### src/rtl/orao_ram_arbiter.sv
// orao_ram_arbiter: shares the ORAO single-port RAM between video fetch, 6502 CPU and serial loader.
// Build option ORAO_RAM_ARB_WBUF_EN adds a one-entry CPU write-posting buffer.
module orao_ram_arbiter #(
    parameter int ADDR_W     = 13,
    parameter int DATA_W     = 8,
    parameter int STARVE_MAX = 8
) (
    input  logic              clk,
    input  logic              reset,
    input  logic              vid_req,
    input  logic [ADDR_W-1:0] vid_addr,
    output logic              vid_ack,
    output logic              vid_valid,
    input  logic              cpu_req,
    input  logic              cpu_we,
    input  logic [ADDR_W-1:0] cpu_addr,
    input  logic [DATA_W-1:0] cpu_wdata,
    output logic              cpu_ack,
    output logic              cpu_valid,
    input  logic              ldr_req,
    input  logic [ADDR_W-1:0] ldr_addr,
    input  logic [DATA_W-1:0] ldr_wdata,
    output logic              ldr_ack,
    output logic [DATA_W-1:0] rdata,
    output logic [ADDR_W-1:0] ram_addr,
    output logic              ram_we,
    output logic [DATA_W-1:0] ram_wdata,
    input  logic [DATA_W-1:0] ram_rdata,
    output logic              starve
);
    localparam logic [7:0] STARVE_LIM = 8'(STARVE_MAX);

    logic [7:0]        cnt_r;
    logic [7:0]        cnt_next_s;
    logic              starve_r;
    logic [1:0]        tag_r;
    logic [ADDR_W-1:0] addr_hold_r;
    logic [ADDR_W-1:0] addr_s;
    logic [DATA_W-1:0] wdata_hold_r;
    logic [DATA_W-1:0] wdata_s;
    logic              we_s;
    logic              vid_win_s;
    logic              cpu_win_s;
    logic              ldr_win_s;
    logic              drain_win_s;
    logic              cpu_cand_s;
    logic              drain_cand_s;
    logic              cpu_post_s;
    logic [ADDR_W-1:0] wb_addr_s;
    logic [DATA_W-1:0] wb_data_s;

`ifdef ORAO_RAM_ARB_WBUF_EN
    logic              wb_full_r;
    logic [ADDR_W-1:0] wb_addr_r;
    logic [DATA_W-1:0] wb_data_r;

    // Reads are held off while a posted write is pending so read-after-write stays coherent.
    assign cpu_cand_s   = cpu_req & ~cpu_we & ~wb_full_r;
    assign drain_cand_s = wb_full_r;
    assign cpu_post_s   = ~reset & cpu_req & cpu_we & ~wb_full_r;
    assign wb_addr_s    = wb_addr_r;
    assign wb_data_s    = wb_data_r;

    // Posting buffer: capture an accepted CPU write, release it once drained into RAM.
    always_ff @(posedge clk) begin
        if (reset) begin
            wb_full_r <= 1'b0;
            wb_addr_r <= '0;
            wb_data_r <= '0;
        end else if (cpu_post_s) begin
            wb_full_r <= 1'b1;
            wb_addr_r <= cpu_addr;
            wb_data_r <= cpu_wdata;
        end else if (drain_win_s) begin
            wb_full_r <= 1'b0;
        end else begin
            wb_full_r <= wb_full_r;
        end
    end
`else
    assign cpu_cand_s   = cpu_req;
    assign drain_cand_s = 1'b0;
    assign cpu_post_s   = 1'b0;
    assign wb_addr_s    = '0;
    assign wb_data_s    = '0;
`endif

    // Grant selection: video always first; starvation lifts the loader above CPU and drain.
    always_comb begin
        vid_win_s   = 1'b0;
        cpu_win_s   = 1'b0;
        drain_win_s = 1'b0;
        ldr_win_s   = 1'b0;
        if (reset) begin
            vid_win_s = 1'b0;
        end else if (vid_req) begin
            vid_win_s = 1'b1;
        end else if (starve_r && ldr_req) begin
            ldr_win_s = 1'b1;
        end else if (cpu_cand_s) begin
            cpu_win_s = 1'b1;
        end else if (drain_cand_s) begin
            drain_win_s = 1'b1;
        end else if (ldr_req) begin
            ldr_win_s = 1'b1;
        end else begin
            ldr_win_s = 1'b0;
        end
    end

    // RAM port mux; with no winner the address and write data hold their last values.
    always_comb begin
        addr_s  = addr_hold_r;
        wdata_s = wdata_hold_r;
        we_s    = 1'b0;
        if (vid_win_s) begin
            addr_s = vid_addr;
        end else if (cpu_win_s) begin
            addr_s  = cpu_addr;
            we_s    = cpu_we;
            wdata_s = cpu_we ? cpu_wdata : wdata_hold_r;
        end else if (drain_win_s) begin
            addr_s  = wb_addr_s;
            we_s    = 1'b1;
            wdata_s = wb_data_s;
        end else if (ldr_win_s) begin
            addr_s  = ldr_addr;
            we_s    = 1'b1;
            wdata_s = ldr_wdata;
        end else begin
            we_s = 1'b0;
        end
    end

    // Loader starvation counter: saturating count of refused cycles, cleared on grant or idle.
    always_comb begin
        cnt_next_s = 8'd0;
        if (ldr_req && !ldr_win_s) begin
            cnt_next_s = (cnt_r == STARVE_LIM) ? cnt_r : cnt_r + 8'd1;
        end else begin
            cnt_next_s = 8'd0;
        end
    end

    // State registers: counter, starve flag, read-owner tag and held RAM payload.
    always_ff @(posedge clk) begin
        if (reset) begin
            cnt_r        <= 8'd0;
            starve_r     <= 1'b0;
            tag_r        <= 2'b00;
            addr_hold_r  <= '0;
            wdata_hold_r <= '0;
        end else begin
            cnt_r        <= cnt_next_s;
            starve_r     <= (cnt_next_s == STARVE_LIM);
            tag_r        <= {vid_win_s, cpu_win_s & ~cpu_we};
            addr_hold_r  <= addr_s;
            wdata_hold_r <= wdata_s;
        end
    end

    assign vid_ack   = vid_win_s;
    assign cpu_ack   = cpu_win_s | cpu_post_s;
    assign ldr_ack   = ldr_win_s;
    assign vid_valid = tag_r[1] & ~reset;
    assign cpu_valid = tag_r[0] & ~reset;
    assign rdata     = ram_rdata;
    assign ram_addr  = addr_s;
    assign ram_we    = we_s;
    assign ram_wdata = wdata_s;
    assign starve    = starve_r;
endmodule

### config.mk
export PLATFORM = sky130hd
export DESIGN_NAME = orao_ram_arbiter
export DESIGN_NICKNAME = d
export VERILOG_FILES = /design/src/rtl/orao_ram_arbiter.sv
export SDC_FILE = /design/constraint.sdc
export NUM_CORES = 1
export LEC_CHECK = 0
export ABC_AREA = 1
export BUFFER_PORTS_ARGS = -buffer_cell sky130_fd_sc_hd__buf_2
export CAP_MARGIN = 0
export CORE_MARGIN = 3
export CORE_UTILIZATION = 45
export CTS_BUF_LIST = sky130_fd_sc_hd__clkbuf_8
export CTS_CLUSTER_SIZE = 10
export DETAILED_ROUTE_END_ITERATION = 10
export PLACE_DENSITY = 0.9
export SETUP_SLACK_MARGIN = 0.4
export SLEW_MARGIN = 5
export SYNTH_ARGS = -nofsm -noshare
export SYNTH_HDL_FRONTEND = slang
export SYNTH_SLANG_ARGS = --single-unit
### constraint.sdc
create_clock -name clk -period 2.15 [get_ports clk]
set_input_delay 0.215 -clock clk [delete_from_list [all_inputs] [get_ports clk]]
set_output_delay 0.215 -clock clk [all_outputs]
set_load 0.05 [all_outputs]
==> results.toml <==
[run_status]
status = "finished clean"

[worst_setup_path]
worstPathCellList = "inv_2 > nand2_4 > nand3_4 > nand2_2 > o21ai_2 > nor2_2 > o22ai_2 > inv_2 > buf_8"
max_stage_delay_ns = 0.35
crit_end = "ram_addr[0]"
end_kind = "output port"
crit_family = "simple AND/OR/NAND/NOR gates"
critPathLaunch = "starve$_SDFF_PP0_"
crit_buf_inv = 3
critPathSlowestCell = "dfxtp_2"
path_common_cell = "inv_2"
r2r-end = "starve$_SDFF_PP0_"
worst-path-stages = 9
required_ns = 1.93
rrSetupSlack_ns = 0.66
worstReg2RegStart = "cnt_r[1]$_SDFF_PP0_"
cp-start-kind = "flip-flop"
r2r_cells = 10
worst-path-max-fanout = 7
timing_worst_setup_path_type = "reg2out"
cp.arrival_ns = 1.67

[clock_network]
clk_pin_slew_ns = 0.06
cts.path.max_buffers = 2
postCtsHoldBufs = 0
numCtsBuffers = 5
clock_sinks = 32
clk_latency_ns = 0.29
cts_tree = "done"
cts_root_buffer = "clkbuf_8"
htree_levels = 2

[pwr]
power.density_nw_per_um2 = 616
p_total_mw = 1.70
vdd_drop_max_v = 0.000512
p_leak_nw = 1.49

[timing]
tightest_slew_ns = 0.348
setup_viol = 0
fmax_mhz = 531
min_period_ns = 1.88
hold_ws_ns = 0.118
setup_tns_ns = 0
skew_ns = 0.00694
rsz0062_at_grt = "true"
maxSlewHeadroom = 0.768
finalCritPeriodShare = 0.876
finalWorstSetupSlack_ns = 0.267
hold_viol_final = 0
slew_viol_final = 0

[detailed_routing]
wl_um = 6500
ant_nets = 0
drt_iter0_markers = 161
vias = 2333
wl_per_cell_um = 15.2
first_pass_iters = 5
via_per_inst = 5.44
post-route-drc-count = 0

[job]
drv_cap = 0

[layout]
utilization = 0.722
drive_gt1_frac = 0.428
nets = 451
design_area_um2 = 2760
n_antenna_cell = 0
final_cells = 429
area_delta_synth_final_pct = 47.2

[place]
dpl.hpwl_um = 3670
placed_cells = 410
place_ws_ns = 0.278
dpl-instance-area_um2 = 2340
numPortBuffers = 88
gp_congestion = 0.839

[logic_synthesis]
ys_types = 25
synth_cells = 289
netlist_area_um2 = 1880
ys_seq_elements = 32
syn_area_per_cell_um2 = 6.50
synth_nets = 360
seq_area_frac_synth = 0.341
yosys_warnings = 0

[grt]
grt_max_degree = 29
grt_overflow = 0
grt_pass1_vias = 2329
track_usage = 0.252
grt_pass1_wl_um = 10100
antenna_found_initial = 0

[floorplanning]
die_x_um = 70.6
ioPinCount = 105
dieArea_um2 = 4980
num_rows = 22
start_util = 0.491
fp.dieH_um = 70.6
core_um2 = 3830

[min_path]
hold_path.class = "in2reg"
## state kept, by name (all words and copies together), names as in the netlist
signal        cells
addr_hold_r      13
cnt_r             8
wdata_hold_r      8
tag_r             2
starve            1
## report_power, final
part	switching, mW	leakage, nW	internal [mW]
combinational	0.369	1.18	0.216
sequential	0.00916	0.262	0.622
clock	0.233	0.0510	0.255
## worst min-delay path by stage
stage	slack (ns)	startpoint	depth (start not counted)	endpoint
after floorplan	0.29	cpu_we	1	tag_r[0]$_SDFF_PP0_
after global placement	0.40	cpu_we	2	tag_r[0]$_SDFF_PP0_
after detailed placement	0.40	cpu_we	2	tag_r[0]$_SDFF_PP0_
after CTS	0.1	cpu_we	2	tag_r[0]$_SDFF_PP0_
after global routing	0.12	cpu_we	2	tag_r[0]$_SDFF_PP0_
final	0.12	cpu_we	2	tag_r[0]$_SDFF_PP0_
## placed cells by master, fill, tap and decap left out, drive strengths merged
| master | n |
|---|---|
| xnor2 | 1 |
| clkbuf | 6 |
| buf | 99 |
| nor3 | 5 |
| a31oi | 8 |
| o21ai | 17 |
| a21boi | 1 |
| clkinv | 3 |
| dfxtp | 32 |
| ha | 2 |
| o21bai | 1 |
| nor2 | 45 |
| xor2 | 3 |
| o22ai | 13 |
| nand3 | 20 |
| inv | 42 |
| nand2 | 83 |
## logic make-up after synthesis
kind of cell               share of synthesized area
AOI/OAI and AO/OA                              0.149
xor gates and xnor gates                      0.0187
adders and majority gates                     0.0133
buffers and inverters                          0.151
DFF                                            0.341
and+or+nand+nor                                0.328
## timing repair
action                                  CTS  global route
endpoints found under the setup margin   23            21
buffers inserted                          5             3
gates cloned                              3             0
resized for setup                        43            24
pin swaps                                10            15
## layer usage
layer / global-route usage / part of all wire
met4: 0.165 / 0.052
met1: 0.261 / 0.36
met2: 0.441 / 0.50
met3: 0.0739 / 0.087
met5: 0 / 0
## final cells by class
| cell class | instances | area [um^2] |
|---|---|---|
| well taps | 48 | 60.1 |
| repair buffers | 99 | 672 |
| multi-input cells | 199 | 1130 |
| inverters | 43 | 165 |
| fillers | 238 | 1060 |
| clock buffers | 6 | 82.6 |
| flip-flops and latches | 32 | 642 |
| clock inverters | 2 | 10.0 |
## synth_stat cells
cell type,number,area (um^2)
o21ai_0,5,25.0
o21bai_1,1,7.51
a31oi_1,8,50.1
inv_1,39,146
xnor2_1,1,8.76
o21ai_1,12,60.1
xor2_1,3,26.3
a21boi_2,1,11.3
nor2_4,1,11.3
nand2_1,83,312
ha_1,2,25.0
buf_4,9,67.6
inv_2,3,11.3
nor3_1,5,25.0
buf_6,2,22.5
o22ai_1,6,37.5
clkinv_1,1,3.75
o22ai_2,7,87.6
dfxtp_1,32,641
nand3_4,1,17.5
nand3_2,1,10.0
nor2_1,44,165
buf_2,4,20.0
nand3_1,15,75.1
clkbuf_1,3,11.3
Power figures use the tool's default switching activity.
